`config.mk`:
```
export PLATFORM = sky130hd
export DESIGN_NAME = bram_stream_reader
export DESIGN_NICKNAME = d
export VERILOG_FILES = /design/src/rtl/bram_stream_reader.sv
export SDC_FILE = /design/constraint.sdc
export NUM_CORES = 1
export LEC_CHECK = 0
export ABC_AREA = 0
export BUFFER_PORTS_ARGS = -buffer_cell sky130_fd_sc_hd__buf_2
export CAP_MARGIN = 20
export CORE_UTILIZATION = 46
export CTS_CLUSTER_DIAMETER = 60
export DETAILED_ROUTE_END_ITERATION = 10
export PLACE_DENSITY = 0.79
export SLEW_MARGIN = 10
export SYNTH_ARGS = -nofsm -noshare
export SYNTH_HDL_FRONTEND = slang
export SYNTH_SLANG_ARGS = --single-unit
```
`constraint.sdc`:
```
create_clock -name clk -period 2.95 [get_ports clk]
set_input_delay 0.59 -clock clk [delete_from_list [all_inputs] [get_ports clk]]
set_output_delay 0.59 -clock clk [all_outputs]
set_load 0.01 [all_outputs]
```
`src/rtl/bram_stream_reader.sv`:
```
// Streams BRAM_DEPTH words out of a BRAM through a 2-entry FIFO with valid/ready backpressure.
// Define BRAM_STREAM_READER_CHECK_EN to build in the Fibonacci sequence checker and its seq_err port.
module bram_stream_reader #(
   parameter int BRAM_DEPTH = 2048,
   parameter int DATA_BITS  = 32
) (
   input  logic                 clk,
   input  logic                 rst_n,
   input  logic                 start,
   output logic [31:0]          BRAM_addr,
   output logic                 BRAM_clk,
   output logic [DATA_BITS-1:0] BRAM_din,
   input  logic [DATA_BITS-1:0] BRAM_dout,
   output logic                 BRAM_en,
   output logic                 BRAM_rst,
   output logic [3:0]           BRAM_we,
   output logic [DATA_BITS-1:0] m_data,
   output logic                 m_valid,
   input  logic                 m_ready,
   output logic                 m_last,
   output logic                 busy
`ifdef BRAM_STREAM_READER_CHECK_EN
   ,
   output logic                 seq_err
`endif
);

   localparam int IW = (BRAM_DEPTH > 1) ? $clog2(BRAM_DEPTH) : 1;
   localparam logic [IW-1:0] LAST_IDX = IW'(BRAM_DEPTH - 1);

   typedef enum logic [1:0] {IDLE, RUN, DRAIN} state_t;

   state_t               state;
   logic [IW-1:0]        index;
   logic                 inflight;
   logic                 inflight_last;
   logic [DATA_BITS-1:0] fifo_data [2];
   logic [1:0]           fifo_last;
   logic                 rd_ptr;
   logic                 wr_ptr;
   logic [1:0]           fifo_count;
   logic                 pop;
   logic                 issue;
   logic [2:0]           occupancy;

   assign BRAM_clk  = clk;
   assign BRAM_rst  = ~rst_n;
   assign BRAM_din  = '0;
   assign BRAM_we   = 4'b0000;
   assign BRAM_addr = 32'(index) << 2;
   assign BRAM_en   = issue;

   assign m_valid = (fifo_count != 2'd0);
   assign m_data  = fifo_data[rd_ptr];
   assign m_last  = fifo_last[rd_ptr] & m_valid;
   assign busy    = (state != IDLE);

   // A read may only be issued if its word is guaranteed a FIFO slot when it returns.
   assign pop       = m_valid & m_ready;
   assign occupancy = {1'b0, fifo_count} + {2'b00, inflight} - {2'b00, pop};
   assign issue     = (state == RUN) && (occupancy < 3'd2);

   always_ff @(posedge clk or negedge rst_n) begin
      if (!rst_n) begin
         state         <= IDLE;
         index         <= '0;
         inflight      <= 1'b0;
         inflight_last <= 1'b0;
      end else begin
         inflight      <= issue;
         inflight_last <= issue && (index == LAST_IDX);
         case (state)
            IDLE: begin
               if (start) begin
                  state <= RUN;
                  index <= '0;
               end
            end
            RUN: begin
               if (issue) begin
                  if (index == LAST_IDX) state <= DRAIN;
                  else                   index <= index + 1'b1;
               end
            end
            DRAIN: begin
               if (!inflight && ((fifo_count == 2'd0) || ((fifo_count == 2'd1) && pop)))
                  state <= IDLE;
            end
            default: state <= IDLE;
         endcase
      end
   end

   always_ff @(posedge clk or negedge rst_n) begin
      if (!rst_n) begin
         for (int i = 0; i < 2; i++) fifo_data[i] <= '0;
         fifo_last  <= 2'b00;
         rd_ptr     <= 1'b0;
         wr_ptr     <= 1'b0;
         fifo_count <= 2'd0;
      end else begin
         if (inflight) begin
            fifo_data[wr_ptr] <= BRAM_dout;
            fifo_last[wr_ptr] <= inflight_last;
            wr_ptr            <= ~wr_ptr;
         end
         if (pop) rd_ptr <= ~rd_ptr;
         fifo_count <= fifo_count + {1'b0, inflight} - {1'b0, pop};
      end
   end

`ifdef BRAM_STREAM_READER_CHECK_EN
   logic [DATA_BITS-1:0] prev1;
   logic [DATA_BITS-1:0] prev2;
   logic [1:0]           seen;

   // seen saturates at 2: the first two words of a pass only seed the recurrence.
   always_ff @(posedge clk or negedge rst_n) begin
      if (!rst_n) begin
         seq_err <= 1'b0;
         prev1   <= '0;
         prev2   <= '0;
         seen    <= 2'd0;
      end else if ((state == IDLE) && start) begin
         seq_err <= 1'b0;
         seen    <= 2'd0;
      end else if (pop) begin
         if ((seen == 2'd2) && (m_data != DATA_BITS'(prev1 + prev2))) seq_err <= 1'b1;
         prev2 <= prev1;
         prev1 <= m_data;
         if (seen != 2'd2) seen <= seen + 2'd1;
      end
   end
`endif

endmodule

```
Yosys cells after proc, flatten, opt, wreduce, memory -nomap -nowiden
Cells that the tools add are included.
{"block": "classes", "addsub": 5, "order_cmp": 7, "eq_ne": 9, "mux": 20, "bitwise_logic": 7, "n_reduce_logical": 15}
{"cell": "two-way mux 32 bit", "n": 4}
{"cell": "bitwise mux 64 bit", "n": 1}
{"cell": "two-way mux 11 bit", "n": 3}
{"cell": "demux 32 bit (select 1 bit)", "n": 1}
{"cell": "case mux 11 bit (2 select lines)", "n": 1}
{"cell": "adder 11 x 1 -> 11 bit, second input constant", "n": 1}
{"cell": "== test 11 bit, second input constant", "n": 1}
{"cell": "two-way mux 2 bit", "n": 4}
{"cell": "!= test 2 bit, second input constant", "n": 4}
{"cell": "AND reduction 4 bit", "n": 2}
{"cell": "logical AND 1 bit", "n": 6}
{"cell": "case mux 2 bit (3 select lines)", "n": 1}
{"cell": "nonzero test 2 bit", "n": 3}
{"cell": "== test 2 x 1 -> 1 bit, second input constant", "n": 2}
{"cell": ">= comparator 2 bit, second input constant", "n": 2}
{"cell": "zero test 2 bit", "n": 2}
{"cell": "< comparator 1 x 2 -> 1 bit, second input constant", "n": 2}
{"cell": "inverter 1 -> 2 bit", "n": 2}
{"cell": "adder 2 x 1 -> 3 bit", "n": 1}
{"cell": "< comparator 3 x 2 -> 1 bit, second input constant", "n": 1}
{"cell": "two-way mux 1 bit", "n": 3}
{"cell": "inverter 1 bit", "n": 3}
{"cell": "subtractor 3 x 1 -> 3 bit", "n": 1}
{"cell": "adder 2 x 1 -> 2 bit", "n": 1}
{"cell": "other kinds (10)", "n": 11}
{"block": "totals", "register_bits": 85, "out_inout_bits": 106, "elab_cells": 73}

Depth between registers and ports, before layout
{"block": "logic_depth", "word_depth": 7, "ltp_mapped": 13, "depth_no_buf": 12}

==> flow_summary.toml <==
[synth]
synth_area_leaders = "dfrtp_1 (50%), mux2_2 (26%), buf_4 (10%)"
synth_compound_area_share_pct = 4.06
synth_commonest_cells = "mux2_2 (98), dfrtp_1 (85), buf_4 (58)"
async_reset_ff_share_pct = 100
synth_top_family_by_area = "multiplexers"
ys_ff_latch = 85
synth_top_area_share_pct = 50.0
synthesis.area_um2 = 4260
synth_mux_area_share_pct = 26.4
synth_flop_cell = "dfrtp_1"
yosysTopAreaCell = "dfrtp_1"
yosysWarnings = 0
synth_cells = 341
synth_xor_xnor_area_share_pct = 0.617
yosys.area_share.simple_pct = 4.67
synth_most_common_cell = "mux2_2"
synth_fa_ha_area_share_pct = 1.35
synth_area_per_cell_um2 = 12.5
synth_edf_count = 0
synth_cell_types = 35
seq_area_frac_synth_pct = 50.0

[global_routing]
grt_max_degree = 86
grt_usage_pct = 17.6
antenna_found_initial = 0
grt_pass1_wl_mm = 13.0
grt_pass1_vias = 2702
grt_overflow = 0

[setup_path]
r2r_cells = 12
crit_required_ns = 2.36
cp.arrival_ns = 2.56
cp_num_buf_inv = 4
max_stage_delay_ns = 0.40
critical_path_class = "reg -> out"
start_kind = "flip-flop"
critPathMaxFanout = 2
path_cells = "inv_2 -> nand2_2 -> and2_4 -> ha_4 -> inv_2 -> ha_4 -> fa_2 -> xnor2_2 -> or3_4 -> inv_4 -> buf_6"
r2r_start = "fifo_count[1]"
rrSetupSlack_ns = 0.13
cpLargestDelayFamily = "adder cells"
worstSetupEndpointType = "output pin"
r2r-end = "index[0]"
critPathSlowestCell = "dfrtp_1"

[power]
p_per_area_nw_per_um2 = 1100
total_power_mw = 5.48
p_leak_nw = 2.41
ir_worst_vdd_v = 0.000587

[die]
start_util_pct = 48.1
dieHeight_um = 98.2
fp.coreArea_um2 = 8850
ioPinCount = 142
rows = 34
die-area_um2 = 9650
fp.dieW_um = 98.2

[detailed_routing]
detail_route.wl_per_cell_um = 14.6
viasPerCell = 4.99
firstDrtPassIters = 9
num_vias = 2757
routed_wl_mm = 8.06
drtIter0Drc = 57
drc = 9
route.antenna.remaining_nets = 0

[sta]
worst-slew-pin-transition_ns = 0.742
fin_crit_ns = 3.15
fin_hold_ws_ns = 0.220
layout_setup_ws_ns = -0.195
rsz0062_at_grt = "true"
slew_viol_final = 0
setup_violations = 1
slew_headroom_pct = 50.4
skew_ns = 0.0160
clock.fmax_mhz = 318
post-route-period-util_pct = 107
finalHoldViolCount = 0

[placement]
finalWeightedCongestion = 0.831
port-buffer-count = 84
dpl_cell_area_um2 = 4630
dp_hpwl_mm = 5.50
place_ws_ns = -0.165

[final_layout]
seqCellArea_um2 = 2130
nets = 481
fill_cells = 730
antennaDiodeCount = 0
drive_above_1_share_pct = 52.0
area_delta_synth_final_pct = 17.2
final_area_um2 = 4990
multi_input_area_um2 = 1850

[flow_run]
drv_cap = 0

[worst_hold_path]
hold_path.class = "in -> async"

[clocking]
ctsHoldBuffers = 0
clkLatencyLatePin_ns = 0.44
cts_tree = "done"
clkTransAtPathRegs_ns = 0.08

[status]
violations = "DRC, setup timing"
outcome = "complete, but fails checks"
## layout make-up
cell class	instances	area share (%)
well taps	108	2.71
repair buffers	102	11.9
clock buffers	17	4.31
flip-flops and latches	85	42.6
multi-input cells	227	37.0
clock inverters	1	0.602
inverters	12	0.952
## layer usage
layer,up-vias,wire length (um),track usage (%)
met5,-,0,0
met2,99,4160,28.4
met4,0,70,6.66
met3,3,389,6.16
met1,1395,3440,21.7
li1,1260,-,-
## placed cells by master, fill, tap and decap left out, drive strengths merged, types with 3 or more instances in the layout
cell type,netlist,layout
buf,67,103
clkbuf,6,16
ha,3,3
nor2,3,3
o21ai,7,7
inv,12,12
nor3,6,6
nand2,11,11
conb,1,57
dfrtp,85,85
a31oi,3,3
o22a,6,6
mux2,98,98
nand3,5,5
## metrics by stage
step	utilization, %	std cells	setup TNS (ns)
finish	56.4	552	-0.195
global route	56.4	552	-0.321
CTS	56.2	551	-0.232
detailed placement	52.4	528	-0.879
global placement	52.4	528	-0.131
floorplan	-	397	0
## where the power goes
group | total (mW) | internal [mW] | switching [mW]
Sequential | 2.00 | 1.70 | 0.300
Clock | 0.941 | 0.548 | 0.393
Combinational | 2.55 | 1.41 | 1.14
Total | 5.48 | 3.65 | 1.83
## worst max path at each step
stage | startpoint | endpoint | cells after the start
after floorplan | fifo_count[1] | BRAM_en | 10
after global placement | m_ready | index[9] | 10
after detailed placement | m_ready | index[9] | 10
after CTS | fifo_count[1] | BRAM_en | 11
after global routing | fifo_count[1] | BRAM_en | 11
final | fifo_count[1] | BRAM_en | 11
## state kept, by name (all words and copies together), names as in the netlist
register	cells
fifo_last	2
index	11
state	2
rd_ptr	1
inflight	1
wr_ptr	1
inflight_last	1
fifo_data	64
fifo_count	2
## repair_timing
| action | CTS | global route |
|---|---|---|
| resized for setup | 12 | 1 |
| pin swaps | 6 | 2 |
| setup endpoints to repair | 3 | 1 |
| setup buffers | 6 | 0 |
## logic make-up (layout without fill, tap and decap cells)
| group | count (synthesis) | in the layout |
|---|---|---|
| mux | 100 | 100 |
| flops | 85 | 85 |
| buf+inv | 85 | 132 |
| simple gates | 39 | 39 |
| compound gates | 24 | 24 |
| fa+ha+maj | 4 | 4 |
| xor+xnor | 3 | 3 |
| other cells | 1 | 57 |
(Power assumes the default switching activity.)
